`config.mk`:
```
export PLATFORM = sky130hd
export DESIGN_NAME = irq_moderator
export DESIGN_NICKNAME = d
export VERILOG_FILES = /design/src/rtl/irq_mod_pkg.sv /design/src/rtl/sat_updown_cnt.sv /design/src/rtl/irq_moderator.sv
export SDC_FILE = /design/constraint.sdc
export NUM_CORES = 1
export LEC_CHECK = 0
export CORE_MARGIN = 4
export CORE_UTILIZATION = 45
export CTS_CLUSTER_SIZE = 8
export DETAILED_ROUTE_END_ITERATION = 10
export PLACE_DENSITY = 0.71
export SETUP_SLACK_MARGIN = 0.5
export SYNTH_ARGS = -nofsm -noshare
export SYNTH_HDL_FRONTEND = slang
export SYNTH_SLANG_ARGS = --single-unit
export TNS_END_PERCENT = 10
```
`constraint.sdc`:
```
create_clock -name clk -period 9.6 [get_ports clk]
set_clock_uncertainty 0.05 [all_clocks]
set_input_delay 1.92 -clock clk [delete_from_list [all_inputs] [get_ports clk]]
set_output_delay 1.92 -clock clk [all_outputs]
set_load 0.005 [all_outputs]
```
`src/rtl/irq_mod_pkg.sv`:
```
// Shared encodings and default widths for the interrupt moderation stage.
// No logic; imported by irq_moderator and its bench.
package irq_mod_pkg;

    localparam int CNT_W_DEF = 16;
    localparam int TMR_W_DEF = 24;

    typedef enum logic [2:0] {
        ST_IDLE  = 3'b001,
        ST_ARMED = 3'b010,
        ST_FIRE  = 3'b100
    } state_t;

endpackage

```
`src/rtl/sat_updown_cnt.sv`:
```
// Saturating up/down counter: +1 on inc, -dec_cnt on dec, clamped to [0, 2^W-1].
// Count registered (1 cycle); ovf/udf are same-cycle combinational pulses; no backpressure.
module sat_updown_cnt #(
    parameter int W = 16
) (
    input  logic         clk,
    input  logic         rst_n,
    input  logic         inc,
    input  logic         dec,
    input  logic [W-1:0] dec_cnt,
    output logic [W-1:0] cnt,
    output logic         ovf,
    output logic         udf
);

    logic [W+1:0] dec_amt;
    logic [W+1:0] sum;
    logic [W-1:0] cnt_nxt;

    // Two guard bits: bit W+1 flags a negative result, bit W an overflow.
    always_comb begin
        dec_amt = dec ? {2'b00, dec_cnt} : '0;
        sum     = {2'b00, cnt} + {{(W+1){1'b0}}, inc} - dec_amt;
        cnt_nxt = sum[W-1:0];
        ovf     = 1'b0;
        udf     = 1'b0;
        if (sum[W+1]) begin
            cnt_nxt = '0;
            udf     = 1'b1;
        end else if (sum[W]) begin
            cnt_nxt = '1;
            ovf     = 1'b1;
        end
    end

    always_ff @(posedge clk or negedge rst_n) begin
        if (!rst_n) begin
            cnt <= '0;
        end else begin
            cnt <= cnt_nxt;
        end
    end

endmodule

```
`src/rtl/irq_moderator.sv`:
```
// Decides when an interrupt is warranted: batch threshold, timeout, or immediate when unmoderated.
// send_irq is a registered Moore output, 2 cycles after the first event at best; no backpressure.
module irq_moderator
    import irq_mod_pkg::*;
#(
    parameter int CNT_W = CNT_W_DEF,
    parameter int TMR_W = TMR_W_DEF
) (
    input  logic             clk,
    input  logic             rst_n,
    input  logic             evt_valid,
    input  logic             hst_cons_wr,
    input  logic [CNT_W-1:0] hst_cons_cnt,
    input  logic             mod_en,
    input  logic [CNT_W-1:0] pkt_thr,
    input  logic [TMR_W-1:0] tmr_thr,
    output logic             send_irq,
    output logic [CNT_W-1:0] pending,
    output logic             cnt_ovf,
    output logic             cnt_udf
);

    localparam logic [CNT_W-1:0] CNT_ONE = {{(CNT_W-1){1'b0}}, 1'b1};
    localparam logic [TMR_W-1:0] TMR_ONE = {{(TMR_W-1){1'b0}}, 1'b1};

    state_t           state;
    logic [TMR_W-1:0] tmr;
    logic             ovf_p;
    logic             udf_p;
    logic [CNT_W-1:0] thr_eff;
    logic             has_pend;
    logic             fc;

    sat_updown_cnt #(.W(CNT_W)) u_cnt (
        .clk     (clk),
        .rst_n   (rst_n),
        .inc     (evt_valid),
        .dec     (hst_cons_wr),
        .dec_cnt (hst_cons_cnt),
        .cnt     (pending),
        .ovf     (ovf_p),
        .udf     (udf_p)
    );

    // A zero threshold would otherwise fire with nothing pending; treat it as 1.
    always_comb begin
        thr_eff  = (pkt_thr == '0) ? CNT_ONE : pkt_thr;
        has_pend = (pending != '0);
        fc       = !mod_en || (pending >= thr_eff) || (tmr == tmr_thr);
    end

    always_ff @(posedge clk or negedge rst_n) begin
        if (!rst_n) begin
            cnt_ovf <= 1'b0;
            cnt_udf <= 1'b0;
        end else begin
            if (ovf_p) cnt_ovf <= 1'b1;
            if (udf_p) cnt_udf <= 1'b1;
        end
    end

    always_ff @(posedge clk or negedge rst_n) begin
        if (!rst_n) begin
            state    <= ST_IDLE;
            tmr      <= '0;
            send_irq <= 1'b0;
        end else begin
            case (state)
                ST_IDLE: begin
                    tmr <= '0;
                    if (has_pend && fc) begin
                        state    <= ST_FIRE;
                        send_irq <= 1'b1;
                    end else if (has_pend) begin
                        state <= ST_ARMED;
                    end
                end
                ST_ARMED: begin
                    if (tmr != '1) tmr <= tmr + TMR_ONE;
                    if (!has_pend) begin
                        state <= ST_IDLE;
                        tmr   <= '0;
                    end else if (fc) begin
                        state    <= ST_FIRE;
                        tmr      <= '0;
                        send_irq <= 1'b1;
                    end
                end
                ST_FIRE: begin
                    // Stay here on partial consumption; irq_gen paces repeats.
                    tmr <= '0;
                    if (!has_pend) begin
                        state    <= ST_IDLE;
                        send_irq <= 1'b0;
                    end
                end
                default: begin
                    state    <= ST_IDLE;
                    tmr      <= '0;
                    send_irq <= 1'b0;
                end
            endcase
        end
    end

endmodule

```
==> run_results.csv <==
group,metric,value,unit
status,status,"finished clean",
power,seqPwrFrac,0.258,
routing,num_vias,3646,
setup_path,startpoint_type,"input port",
layout,diodes,0,
routing,wl_per_cell,16.1,um
power,power.internal,0.000685,W
global_routing,grt_max_degree,47,
global_routing,grt_pass1_vias,3639,
synthesis,ys_seq_elements,46,
clock_network,cts_hold_buf,0,
synthesis,synth_top_area_cell,"dfrtp_1",
clock_network,cts_root_buf,"clkbuf_8",
power,ir_drop,0.217,mV
floorplanning,design.die.area,0.0105,mm2
setup_path,cpPeakStageDelay,720,ps
min_path,hp-start,"cnt_ovf$_DFFE_PN0P_",
floorplanning,core-area,0.00868,mm2
floorplanning,fp-row-count,34,
clock_network,htree_levels,2,
placement,port_buffers,79,
synthesis,yosys-top-cells-area,"dfrtp_1, ha_1, xnor2_1",
min_path,hold_end,"cnt_ovf$_DFFE_PN0P_",
synthesis,synthFlopType,"dfrtp_1",
timing,final_min_period_over_clock_period,0.581,
timing,setup_viol,0,
layout,drive_above_1_share,0.0655,
routing,viasPerCell,5.68,
layout,final_area,0.00495,mm2
clock_network,clk_latency,310,ps
min_path,hp-class,"flop to flop",
flow_run,max_cap_viol_count,0,
setup_path,rr_startpoint,"u_cnt.cnt[0]$_DFF_PN0_",
synthesis,yosysSeqAreaShare,0.287,
synthesis,ys_warn_count,0,
clock_network,clockBufferDepth,2,
global_routing,antenna_found_initial,0,
global_routing,grtUsageTotal,0.202,
power,clkPwrFrac,0.120,
setup_path,cp_max_fo,17,
floorplanning,die_w,102,um
clock_network,cts.repair.resized,0,
power,powerDensity,250,mW/mm2
timing,grt_setup_unrepaired,"false",
synthesis,synth_area,0.00401,mm2
min_path,hold_depth,1,
global_routing,grt_pass1_wl,17000,um
synthesis,synth_edf_count,0,
clock_network,cts_buffers,5,
timing,drv_slew,0,
floorplanning,boundaryPins,80,
layout,final_nets,630,
global_routing,gr-total-overflow,0,
setup_path,arrival,5770,ps
placement,dpl.hpwl,8140,um
setup_path,rr_endpoint,"cnt_udf$_DFFE_PN0N_",
timing,fmax,179,MHz
power,leakagePower,2.05,nW
clock_network,numClockSinks,46,
clock_network,post_cts_buffers,0,
timing,worst_pin_slew,1070,ps
setup_path,cp.required,9800,ps
synthesis,netlist_top_cells_count,"dfrtp_1, xnor2_1, nor2_1, nand2_1, ha_1",
routing,drtIter0Drc,136,
power,combinationalPowerShare,0.622,
timing,relSlewSlack,0.289,
synthesis,synth_top_area_share,0.281,
layout,area_growth,23.5,%
synthesis,yosysUniqueCellTypes,60,
setup_path,slowest_stage,"and3_1",
power,p_sw,0.000552,W
routing,drc,0,
routing,routed_wl,10300,um
synthesis,synth_cells,459,
setup_path,cp_cell_sequence,"clkdlybuf4s50_1 -> ha_1 -> ha_1 -> nand3_2 -> nor3_1 -> xor2_1 -> ha_1 -> a21oi_1 -> o21ai_0 -> a221o_1 -> a21oi_1 -> and3_1 -> or2_2",
timing,layout_min_cycle_time,5580,ps
timing,setup_tns,0,ps
setup_path,reg2reg_slack,5660,ps
synthesis,syn_area_per_cell,8.74,um2
timing,finalHoldViolCount,0,
synthesis,async_reset_ff_frac,1.00,
floorplanning,fp.dieH,102,um
setup_path,worstRegToRegCells,12,
setup_path,crit_family,"simple AND/OR/NAND/NOR gates",
routing,drtAntennaViolNets,0,
placement,placed_area,0.00484,mm2
clock_network,clk_pin_slew,90,ps
clock_network,cts_tree,"yes",
setup_path,worst_setup_path_end_kind,"flop",
setup_path,crit_top_cell,"ha_1",
placement,gp_congestion,0.891,
floorplanning,start_util,0.462,
routing,drtPass1Iterations,4,
synthesis,synth_fp_nets,556,
setup_path,cp_num_buf_inv,1,
setup_path,crit_type,"input port to flop",
power,sw_frac_of_total,0.446,
-- worst register-to-register path: cells and delay by family (launching register included) --
kind,cells,cell delay [ps]
adders and majority gates,3,880
and+or+nand+nor,4,1380
xor gates and xnor gates,1,190
DFF,1,420
AOI/OAI and AO/OA,4,990
-- worst max path at each step --
stage | from | end | slack [ps] | cells past startpoint
2_1_floorplan | evt_valid | u_cnt.cnt[13]$_DFF_PN0_ | 4900 | 15
3_3_place_gp | evt_valid | cnt_udf$_DFFE_PN0N_ | 3880 | 13
3_5_place_dp | evt_valid | cnt_udf$_DFFE_PN0N_ | 3760 | 13
4_1_cts | evt_valid | cnt_udf$_DFFE_PN0N_ | 4070 | 13
5_1_grt | evt_valid | cnt_udf$_DFFE_PN0N_ | 3810 | 13
6_report | evt_valid | cnt_udf$_DFFE_PN0N_ | 4020 | 13
-- cell usage in the layout (no fill, tap or decap), types with 4 or more instances in the layout --
| cell type | n |
|---|---|
| a21o_1 | 6 |
| nand4_1 | 13 |
| nor3_1 | 12 |
| xor2_1 | 25 |
| ha_1 | 35 |
| dfrtp_1 | 45 |
| and3_1 | 11 |
| a21oi_1 | 18 |
| a21oi_2 | 10 |
| xnor2_1 | 45 |
| o21ai_0 | 14 |
| nor2_1 | 43 |
| clkbuf_8 | 5 |
| nand2_1 | 40 |
| and2_1 | 5 |
| clkdlybuf4s50_1 | 78 |
| inv_1 | 22 |
| nor4_1 | 13 |
| nand2b_1 | 5 |
| a211oi_1 | 4 |
| nand3_1 | 24 |
| or2_2 | 5 |
-- sequential cells by signal, summed over array words and instances (netlist names) --
signal	cells
tmr	24
u_cnt.cnt	16
state	3
cnt_ovf	1
cnt_udf	1
send_irq	1
-- logic make-up after synthesis --
kind of cell               count (synthesis)  synth area share
muxes                                      3           0.00749
AOI/OAI and AO/OA                         78             0.143
DFF                                       46             0.287
adders and majority gates                 36             0.114
buffers and inverters                     34            0.0427
xor gates and xnor gates                  71             0.160
and+or+nand+nor                          191             0.246
-- layer usage --
| metal | wire length, um | GRT usage | part of all wire | vias to the layer above |
|---|---|---|---|---|
| met5 | 0 | 0 | 0 | - |
| met4 | 209 | 0.0595 | 0.020 | 0 |
| met3 | 689 | 0.0287 | 0.067 | 17 |
| met2 | 4970 | 0.351 | 0.48 | 120 |
| met1 | 4460 | 0.261 | 0.43 | 1723 |
| li1 | - | - | - | 1786 |
-- area by class of cell --
type                    instances  area [um2]
fillers                       781        3730
well taps                     108         135
clock buffers                   6        72.6
inverters                      22        82.6
repair buffers                 79         786
multi-input cells             379        2690
clock inverters                 2        37.5
flip-flops and latches         46        1150
-- per-stage QoR --
step | total power, W | hold WS [ps] | instances | setup WS [ps] | utilization
after global placement | 0.00107 | 423 | 634 | 3880 | 0.558
after CTS | 0.00123 | 445 | 642 | 4070 | 0.571
after floorplan | 0.000882 | 415 | 459 | 4900 | -
after global routing | 0.00134 | 463 | 642 | 3810 | 0.571
after detailed placement | 0.00108 | 420 | 634 | 3760 | 0.558
final | 0.00124 | 443 | 642 | 4020 | 0.571
-- power groups by stage --
stage               Sequential, W  Clock [W]  Combinational, W
global route             0.000327   0.000158          0.000855
finish                   0.000319   0.000148          0.000770
detailed placement       0.000322          0          0.000760
global placement         0.000322          0          0.000745
CTS                      0.000319   0.000150          0.000765
floorplan                0.000301          0          0.000581
Note: power is estimated with default switching activity, not from simulation.
